## config.mk

```make
export PLATFORM = sky130hd
export DESIGN_NAME = mult_pipe_nxn_flat
export DESIGN_NICKNAME = d
export VERILOG_FILES = /design/src/rtl/mult_pipe_pkg.sv /design/src/rtl/mult_pipe_nxn_if.sv /design/src/rtl/mult_pipe_reg.sv /design/src/rtl/mult_pipe_nxn.sv /design/src/flat_wrapper.sv
export SDC_FILE = /design/constraint.sdc
export NUM_CORES = 1
export LEC_CHECK = 0
export CORE_MARGIN = 2
export CORE_UTILIZATION = 50
export DETAILED_ROUTE_END_ITERATION = 12
export GPL_TIMING_DRIVEN = 1
export PLACE_DENSITY = 0.75
export SETUP_SLACK_MARGIN = 0.02
export SLEW_MARGIN = 10
export SYNTH_ARGS = -nofsm -noshare
export SYNTH_HDL_FRONTEND = slang
export SYNTH_SLANG_ARGS = --single-unit
export TNS_END_PERCENT = 1
```

## constraint.sdc

```tcl
create_clock -name clk -period 7.9 [get_ports clk]
set_clock_uncertainty 0.2 [all_clocks]
set_input_delay 1.975 -clock clk [delete_from_list [all_inputs] [get_ports clk]]
set_output_delay 1.975 -clock clk [all_outputs]
set_load 0.02 [all_outputs]
```

## src/rtl/mult_pipe_pkg.sv

```systemverilog
// Shared types and sizing helpers for the parametrised pipelined multiplier.
// MULT_PIPE_ACC_EN turns the output register into an accumulator and widens z to ACC_WIDTH.
package mult_pipe_pkg;

    typedef enum logic {
        BYPASS   = 1'b0,
        REGISTER = 1'b1
    } reg_mode_e;

    localparam int MAX_MID_STAGES = 3;

`ifdef MULT_PIPE_ACC_EN
    localparam bit ACC_EN = 1'b1;
`else
    localparam bit ACC_EN = 1'b0;
`endif

    function automatic int zw(input int a_w, input int b_w, input int acc_w);
        return ACC_EN ? acc_w : a_w + b_w;
    endfunction

    // The accumulator always occupies the output stage, whatever REG_OUT says.
    function automatic int lat(input int reg_in_a, input int reg_in_b,
                               input int mid_stages, input int reg_out);
        int in_stage;
        in_stage = (reg_in_a > reg_in_b) ? reg_in_a : reg_in_b;
        return in_stage + mid_stages + (ACC_EN ? 1 : reg_out);
    endfunction

endpackage

```

## src/rtl/mult_pipe_nxn_if.sv

```systemverilog
// Operand, control and result bundle between a stimulus source and mult_pipe_nxn.
// acc_en/acc_ld exist only when MULT_PIPE_ACC_EN is defined.
interface mult_pipe_nxn_if #(
    parameter int A_WIDTH = 9,
    parameter int B_WIDTH = 9,
    parameter int ZW      = 18
);
    logic               strobe;
    logic               cea;
    logic               ceb;
    logic               rsta;
    logic               rstb;
    logic               ceo;
    logic               rsto;
    logic               a_signed;
    logic               b_signed;
    logic [A_WIDTH-1:0] a;
    logic [B_WIDTH-1:0] b;
    logic               in_valid;
    logic [ZW-1:0]      z;
    logic               out_valid;
`ifdef MULT_PIPE_ACC_EN
    logic               acc_en;
    logic               acc_ld;
`endif

    modport master (
        output strobe, cea, ceb, rsta, rstb, ceo, rsto,
        output a_signed, b_signed, a, b, in_valid,
`ifdef MULT_PIPE_ACC_EN
        output acc_en, acc_ld,
`endif
        input  z, out_valid
    );

    modport slave (
        input  strobe, cea, ceb, rsta, rstb, ceo, rsto,
        input  a_signed, b_signed, a, b, in_valid,
`ifdef MULT_PIPE_ACC_EN
        input  acc_en, acc_ld,
`endif
        output z, out_valid
    );

endinterface

```

## src/rtl/mult_pipe_reg.sv

```systemverilog
// One pipeline register: async clear, strobe-gated sync clear (wins over CE), strobe-gated load.
// With EN = BYPASS it collapses to a wire and its control pins are ignored.
module mult_pipe_reg
    import mult_pipe_pkg::*;
#(
    parameter int        W  = 1,
    parameter reg_mode_e EN = REGISTER
) (
    input  logic         clk,
    input  logic         rst,
    input  logic         strobe,
    input  logic         ce,
    input  logic         srst,
    input  logic [W-1:0] d,
    output logic [W-1:0] q
);

    generate
        if (EN == REGISTER) begin : g_reg
            logic [W-1:0] q_r;

            always_ff @(posedge clk or posedge rst) begin
                if (rst) begin
                    q_r <= '0;
                end else if (strobe && srst) begin
                    q_r <= '0;
                end else if (strobe && ce) begin
                    q_r <= d;
                end
            end

            assign q = q_r;
        end else begin : g_byp
            logic unused_ctl;
            assign unused_ctl = ^{clk, rst, strobe, ce, srst};
            assign q = d;
        end
    endgenerate

endmodule

```

## src/rtl/mult_pipe_nxn.sv

```systemverilog
// Parametrised signed/unsigned multiplier: optional input regs, 0..3 product stages, optional output reg.
// Latency L strobe steps; no backpressure, strobe low freezes every stage. MULT_PIPE_ACC_EN adds an accumulator.
module mult_pipe_nxn
    import mult_pipe_pkg::*;
#(
    parameter int A_WIDTH    = 9,
    parameter int B_WIDTH    = 9,
    parameter int REG_IN_A   = 1,
    parameter int REG_IN_B   = 1,
    parameter int MID_STAGES = 0,
    parameter int REG_OUT    = 0,
    parameter int ACC_WIDTH  = 48
) (
    input logic           clk,
    input logic           rst,
    mult_pipe_nxn_if.slave bus
);

    localparam int ZW = zw(A_WIDTH, B_WIDTH, ACC_WIDTH);
    localparam int L  = lat(REG_IN_A, REG_IN_B, MID_STAGES, REG_OUT);

    // Signed flag rides in the MSB so it shares its operand's CE and reset.
    logic [A_WIDTH:0] a_q;
    logic [B_WIDTH:0] b_q;

    mult_pipe_reg #(.W(A_WIDTH + 1), .EN(REG_IN_A != 0 ? REGISTER : BYPASS)) u_reg_a (
        .clk    (clk),
        .rst    (rst),
        .strobe (bus.strobe),
        .ce     (bus.cea),
        .srst   (bus.rsta),
        .d      ({bus.a_signed, bus.a}),
        .q      (a_q)
    );

    mult_pipe_reg #(.W(B_WIDTH + 1), .EN(REG_IN_B != 0 ? REGISTER : BYPASS)) u_reg_b (
        .clk    (clk),
        .rst    (rst),
        .strobe (bus.strobe),
        .ce     (bus.ceb),
        .srst   (bus.rstb),
        .d      ({bus.b_signed, bus.b}),
        .q      (b_q)
    );

    logic signed [A_WIDTH:0] a_ext;
    logic signed [B_WIDTH:0] b_ext;
    logic signed [ZW-1:0]    prod;

    // Only the low ZW bits are ever kept, so multiplying at width ZW is exact modulo 2^ZW.
    assign a_ext = {a_q[A_WIDTH] & a_q[A_WIDTH-1], a_q[A_WIDTH-1:0]};
    assign b_ext = {b_q[B_WIDTH] & b_q[B_WIDTH-1], b_q[B_WIDTH-1:0]};
    assign prod  = ZW'(a_ext) * ZW'(b_ext);

    logic [MID_STAGES:0][ZW-1:0] stage;
    assign stage[0] = prod;

    for (genvar i = 0; i < MID_STAGES; i++) begin : g_mid
        mult_pipe_reg #(.W(ZW), .EN(REGISTER)) u_reg_mid (
            .clk    (clk),
            .rst    (rst),
            .strobe (bus.strobe),
            .ce     (bus.ceo),
            .srst   (bus.rsto),
            .d      (stage[i]),
            .q      (stage[i+1])
        );
    end

    logic [ZW-1:0] z_q;

`ifdef MULT_PIPE_ACC_EN
    logic [ZW-1:0] acc_d;
    logic          acc_ce;

    // acc_ld beats acc_en; rsto beats both through the register's sync-clear priority.
    always_comb begin
        acc_d  = bus.acc_ld ? stage[MID_STAGES] : z_q + stage[MID_STAGES];
        acc_ce = bus.ceo & (bus.acc_ld | bus.acc_en);
    end

    mult_pipe_reg #(.W(ZW), .EN(REGISTER)) u_reg_out (
        .clk    (clk),
        .rst    (rst),
        .strobe (bus.strobe),
        .ce     (acc_ce),
        .srst   (bus.rsto),
        .d      (acc_d),
        .q      (z_q)
    );
`else
    mult_pipe_reg #(.W(ZW), .EN(REG_OUT != 0 ? REGISTER : BYPASS)) u_reg_out (
        .clk    (clk),
        .rst    (rst),
        .strobe (bus.strobe),
        .ce     (bus.ceo),
        .srst   (bus.rsto),
        .d      (stage[MID_STAGES]),
        .q      (z_q)
    );
`endif

    assign bus.z = z_q;

    generate
        if (L == 0) begin : g_vld_byp
            assign bus.out_valid = bus.in_valid;
        end else begin : g_vld_pipe
            logic [L-1:0] vld_sr;

            always_ff @(posedge clk or posedge rst) begin
                if (rst) begin
                    vld_sr <= '0;
                end else if (bus.strobe) begin
                    vld_sr <= bus.rsto ? '0 : L'({vld_sr, bus.in_valid});
                end
            end

            assign bus.out_valid = vld_sr[L-1];
        end
    endgenerate

endmodule
```

## src/flat_wrapper.sv

```systemverilog
// flat-port wrapper written by rule: the top's interface ports become plain ports
module mult_pipe_nxn_flat import mult_pipe_pkg::*;
#(
    parameter int A_WIDTH    = 9,
    parameter int B_WIDTH    = 9,
    parameter int REG_IN_A   = 1,
    parameter int REG_IN_B   = 1,
    parameter int MID_STAGES = 0,
    parameter int REG_OUT    = 0,
    parameter int ACC_WIDTH  = 48
)
  (clk, rst, bus_strobe, bus_cea, bus_ceb, bus_rsta, bus_rstb, bus_ceo, bus_rsto, bus_a_signed, bus_b_signed, bus_a, bus_b, bus_in_valid, bus_z, bus_out_valid);
  mult_pipe_nxn_if #(.A_WIDTH(A_WIDTH), .B_WIDTH(B_WIDTH)) bus_i ();
  input logic clk;
  input logic rst;
  input wire logic [$bits(bus_i.strobe)-1:0] bus_strobe;
  input wire logic [$bits(bus_i.cea)-1:0] bus_cea;
  input wire logic [$bits(bus_i.ceb)-1:0] bus_ceb;
  input wire logic [$bits(bus_i.rsta)-1:0] bus_rsta;
  input wire logic [$bits(bus_i.rstb)-1:0] bus_rstb;
  input wire logic [$bits(bus_i.ceo)-1:0] bus_ceo;
  input wire logic [$bits(bus_i.rsto)-1:0] bus_rsto;
  input wire logic [$bits(bus_i.a_signed)-1:0] bus_a_signed;
  input wire logic [$bits(bus_i.b_signed)-1:0] bus_b_signed;
  input wire logic [$bits(bus_i.a)-1:0] bus_a;
  input wire logic [$bits(bus_i.b)-1:0] bus_b;
  input wire logic [$bits(bus_i.in_valid)-1:0] bus_in_valid;
  output wire logic [$bits(bus_i.z)-1:0] bus_z;
  output wire logic [$bits(bus_i.out_valid)-1:0] bus_out_valid;
  assign bus_i.strobe = bus_strobe;
  assign bus_i.cea = bus_cea;
  assign bus_i.ceb = bus_ceb;
  assign bus_i.rsta = bus_rsta;
  assign bus_i.rstb = bus_rstb;
  assign bus_i.ceo = bus_ceo;
  assign bus_i.rsto = bus_rsto;
  assign bus_i.a_signed = bus_a_signed;
  assign bus_i.b_signed = bus_b_signed;
  assign bus_i.a = bus_a;
  assign bus_i.b = bus_b;
  assign bus_i.in_valid = bus_in_valid;
  assign bus_z = bus_i.z;
  assign bus_out_valid = bus_i.out_valid;
  mult_pipe_nxn #(.A_WIDTH(A_WIDTH), .B_WIDTH(B_WIDTH), .REG_IN_A(REG_IN_A), .REG_IN_B(REG_IN_B), .MID_STAGES(MID_STAGES), .REG_OUT(REG_OUT), .ACC_WIDTH(ACC_WIDTH)) u_core (.clk(clk), .rst(rst), .bus(bus_i));
endmodule
```

==> out/qor.log <==
qor: layout.fillCellCount 836
qor: clock_network.number_of_buffers_inserted_during_clock_tree_synthesis 3
qor: setup_path.worstSetupEndpointType output pin
qor: sta.max_clock_freq 131.5 MHz
qor: routing.ant_nets 0
qor: setup_path.worstPathRequired 5.73 ns
qor: routing.drt_wl_total 8.997 mm
qor: placement.io_buffers 47
qor: routing.detail_route.wirelength.met1 3.859 mm
qor: clock_network.clock_tree.root_cell sky130_fd_sc_hd__clkbuf_8
qor: die.io-pin-count 49
qor: synth.yosys_warnings 0
qor: placement.routabilityCongestion 0.8386
qor: synth.postSynthCellCount 526
qor: sta.tightest_slew 0.7539 ns
qor: setup_path.critPathBufInv 6
qor: synth.yosys-mux-area-fraction 0%
qor: setup_path.cp.arrival 5.43 ns
qor: die.placement_rows 35
qor: setup_path.worst_path_largest_cell_delay 0.62 ns
qor: die.die_w 100.0 um
qor: global_route.gr-usage-all-layers 19.93%
qor: pwr.sequentialPowerShare 24.4%
qor: clock_network.cts-resized-gates 5
qor: routing.via_count 3429
qor: routing.met2_length 4.722 mm
qor: clock_network.postCtsHoldBufs 0
qor: global_route.first_global_vias 3719
qor: sta.hold_ws 0.3106 ns
qor: setup_path.crit_start u_core.u_reg_a.q[7]
qor: min_path.hold_path_startpoint u_core.u_reg_b.q[9]
qor: synth.total_standard_cell_area_after_synthesis 4612 um^2
qor: layout.n_antenna_cell 0
qor: layout.post_route_cells_drive_above_1_share 5.000%
qor: layout.postLayoutCoreUtil 57.79%
qor: sta.slew_headroom 49.69%
qor: clock_network.cts_max_path_buffers 2
qor: pwr.netSwitchingFraction 44.29%
qor: clock_network.cts_tree yes
qor: placement.place.detailed.hpwl 7.688 mm
qor: synth.synth-simple-area-share 17.04%
qor: run_status.run_status finished, final reports clean
qor: synth.syn-mean-instance-area 8.768 um^2
qor: pwr.power_switching 0.2624 mW
qor: routing.remaining_drc_errors 0
qor: routing.dr.pass1.iters 4
qor: pwr.part_of_the_total_power_dissipated_in_the_clock_network 11.3%
qor: sta.finalSetupTns 0 ns
qor: setup_path.worst_path_max_delay_cell sky130_fd_sc_hd__clkdlybuf4s50_1
qor: clock_network.cts_post_setup_buffers_inserted 0
qor: setup_path.setup.worst_path.start_class flop
qor: pwr.power.ir.vdd_worst 0.08146 mV
qor: routing.dr.max_layer_used met4
qor: global_route.grt_first_pass_wirelength 16.30 mm
qor: routing.drt-wirelength-per-cell 13.41 um
qor: clock_network.clkLatencyLatePin 0.25 ns
qor: synth.synthTopCellsByArea sky130_fd_sc_hd__fa_1, sky130_fd_sc_hd__ha_1, sky130_fd_sc_hd__dfrtp_1
qor: placement.post_dp_cell_area 5184 um^2
qor: routing.detail_route.vias_per_cell 5.110
qor: sta.final_max_slew_viol_count 0
qor: layout.final_design_area_no_fill 5264 um^2
qor: global_route.initial_antenna_violation_count 0
qor: synth.yosys.area_share.adder 47.80%
qor: layout.area_growth 14.13%
qor: die.die_y 100.0 um
qor: synth.leading_area_contributor_after_synthesis sky130_fd_sc_hd__fa_1
qor: global_route.largest_net_degree_at_the_start_of_global_routing 22
qor: pwr.comb_power_share 64.2%
qor: synth.synth_top_family_by_area adder cells
qor: synth.synth_cell_types 36
qor: clock_network.h-tree-depth 1
qor: placement.pre_cts_ws 0.2046 ns
qor: synth.seq_area_frac_synth 11.39%
qor: synth.synth_nets 683
qor: setup_path.timing_worst_setup_path_type reg2out
qor: pwr.power_density 112.5 nW/um^2
qor: die.initial_utilization 50.63%
qor: clock_network.worst_setup_hold_path_clk_slew 0.07 ns
qor: setup_path.cp_max_fo 11
qor: clock_network.clock-sinks 21
qor: die.dieArea 10010 um^2
qor: synth.synth_compound_gate_area_share 7.949%
qor: synth.postSynthRegisterBits 21
qor: sta.rsz0062_at_grt yes
qor: synth.post-synth-top-area-fraction 35.59%
qor: die.design.core.area 9109 um^2
qor: global_route.overflow 0
qor: routing.dr_wl_met3 372 um
qor: pwr.internal_power 0.3300 mW
qor: sta.fin_crit 7.604 ns
qor: sta.period_utilization 96.25%
qor: layout.final_nets 718
qor: pwr.leakagePower 2.744 nW
qor: setup_path.timing.critical_path.cells nand2_1 > fa_1 > inv_1 > fa_1 > inv_1 > fa_1 > inv_1 > fa_1 > inv_1 > fa_1 > inv_1 > ha_1 > o21a_1 > o21ai_1 > nor3_2 > o22ai_1 > xnor2_1 > clkdlybuf4s50_1
qor: min_path.hold_class reg2reg
qor: sta.hold_viol_final 0
qor: synth.synth_xor_area_share 4.531%
qor: sta.setup_viol 0
qor: sta.finalWorstSetupSlack 0.2964 ns
qor: setup_path.r2r_startpoint u_core.u_reg_a.q[6]
qor: run.drv.max_cap_violation_count 0
qor: routing.drt_iter0_markers 150
qor: setup_path.critPathTopFamily adder cells
## final timing paths
kind,end,slack [ns],cells past startpoint
setup reg to reg,u_core.u_reg_a.q[6],6.79,3
setup / recovery,bus_z[14],0.30,18
hold reg to reg,u_core.u_reg_b.q[9],0.31,2
max in group asynchronous,u_core.u_reg_b.q[2],5.02,2
hold / removal,u_core.u_reg_b.q[9],0.31,2
min in group asynchronous,u_core.bus.out_valid,1.96,2
## cell families (layout without fill, tap and decap cells)
family | Yosys count | in the layout
compound gates | 61 | 61
xor+xnor | 23 | 23
buf+inv | 137 | 171
fa+ha+maj | 127 | 127
simple gates | 157 | 157
flops | 21 | 21
## placed cells by master, fill, tap and decap left out, types with 8 or more instances in the layout
cell type / netlist / routed
sky130_fd_sc_hd__nor2_1: 10 / 10
sky130_fd_sc_hd__a21oi_1: 9 / 8
sky130_fd_sc_hd__fa_1: 82 / 82
sky130_fd_sc_hd__nand2b_1: 20 / 20
sky130_fd_sc_hd__xnor2_1: 17 / 17
sky130_fd_sc_hd__inv_1: 111 / 110
sky130_fd_sc_hd__clkdlybuf4s50_1: 0 / 42
sky130_fd_sc_hd__nand2_1: 70 / 70
sky130_fd_sc_hd__o21ai_0: 29 / 27
sky130_fd_sc_hd__and2_1: 43 / 43
sky130_fd_sc_hd__buf_4: 1 / 8
sky130_fd_sc_hd__dfrtp_1: 21 / 16
sky130_fd_sc_hd__ha_1: 45 / 45
## layer usage
| layer | up-vias | global-route usage, % |
|---|---|---|
| met5 | - | 0 |
| met4 | 0 | 2.950 |
| met3 | 4 | 1.184 |
| met2 | 87 | 37.79 |
| met1 | 1689 | 25.70 |
| li1 | 1649 | - |
## power groups by stage
stage | combinational (mW) | clock, mW | sequential [mW]
2_1_floorplan | 0.274 | 0 | 0.124
3_3_place_gp | 0.372 | 0 | 0.145
3_5_place_dp | 0.386 | 0 | 0.146
4_1_cts | 0.386 | 0.0697 | 0.144
5_1_grt | 0.436 | 0.0731 | 0.147
6_report | 0.381 | 0.0670 | 0.145
## state kept, by name (all words and copies together) (netlist names)
register	count
u_core.bus.out_valid	1
u_core.u_reg_a.q	10
u_core.u_reg_b.q	10
## area by class of cell
type                            instances  area, um^2  share of cell area (%)
Inverter                              112       422.9                   8.034
Clock inverter                          1       5.005                 0.09508
Tap cell                              111       138.9                   2.638
Sequential cell                        21       531.8                   10.10
Clock buffer                            3       41.29                  0.7844
Multi-Input combinational cell        368        3585                   68.10
Timing Repair Buffer                   55       539.3                   10.24
## cells in the mapped netlist (all sizes together)
cell / instances
dfrtp: 21
a21o: 4
a2111o: 1
nand2b: 20
or2: 3
nor3: 3
nand3b: 1
buf: 1
inv: 112
xnor2: 18
clkbuf: 24
xor2: 5
and3: 2
a211oi: 2
o31ai: 1
a21oi: 9
o21a: 5
and2: 43
ha: 45
o22ai: 2
a221oi: 1
fa: 82
nor3b: 1
a31oi: 1
a2bb2oi: 1
nor2: 10
or3b: 1
o21ai: 29
o211ai: 2
o2bb2ai: 1
o21bai: 2
nand3: 2
nand2: 71
## worst reg2reg max path, delay by kind of cell (launching register included)
family / cells / cell delay, ns
compound gates: 1 / 0.07
buf+inv: 1 / 0.19
flops: 1 / 0.48
simple gates: 1 / 0.05
## metrics by stage
| stage | instances | total power, mW |
|---|---|---|
| floorplan | 526 | 0.3986 |
| detailed placement | 667 | 0.5315 |
| CTS | 671 | 0.6002 |
| global route | 671 | 0.6561 |
| finish | 671 | 0.5924 |
| global placement | 667 | 0.5175 |
No activity file was read; power rests on OpenSTA's default activity.
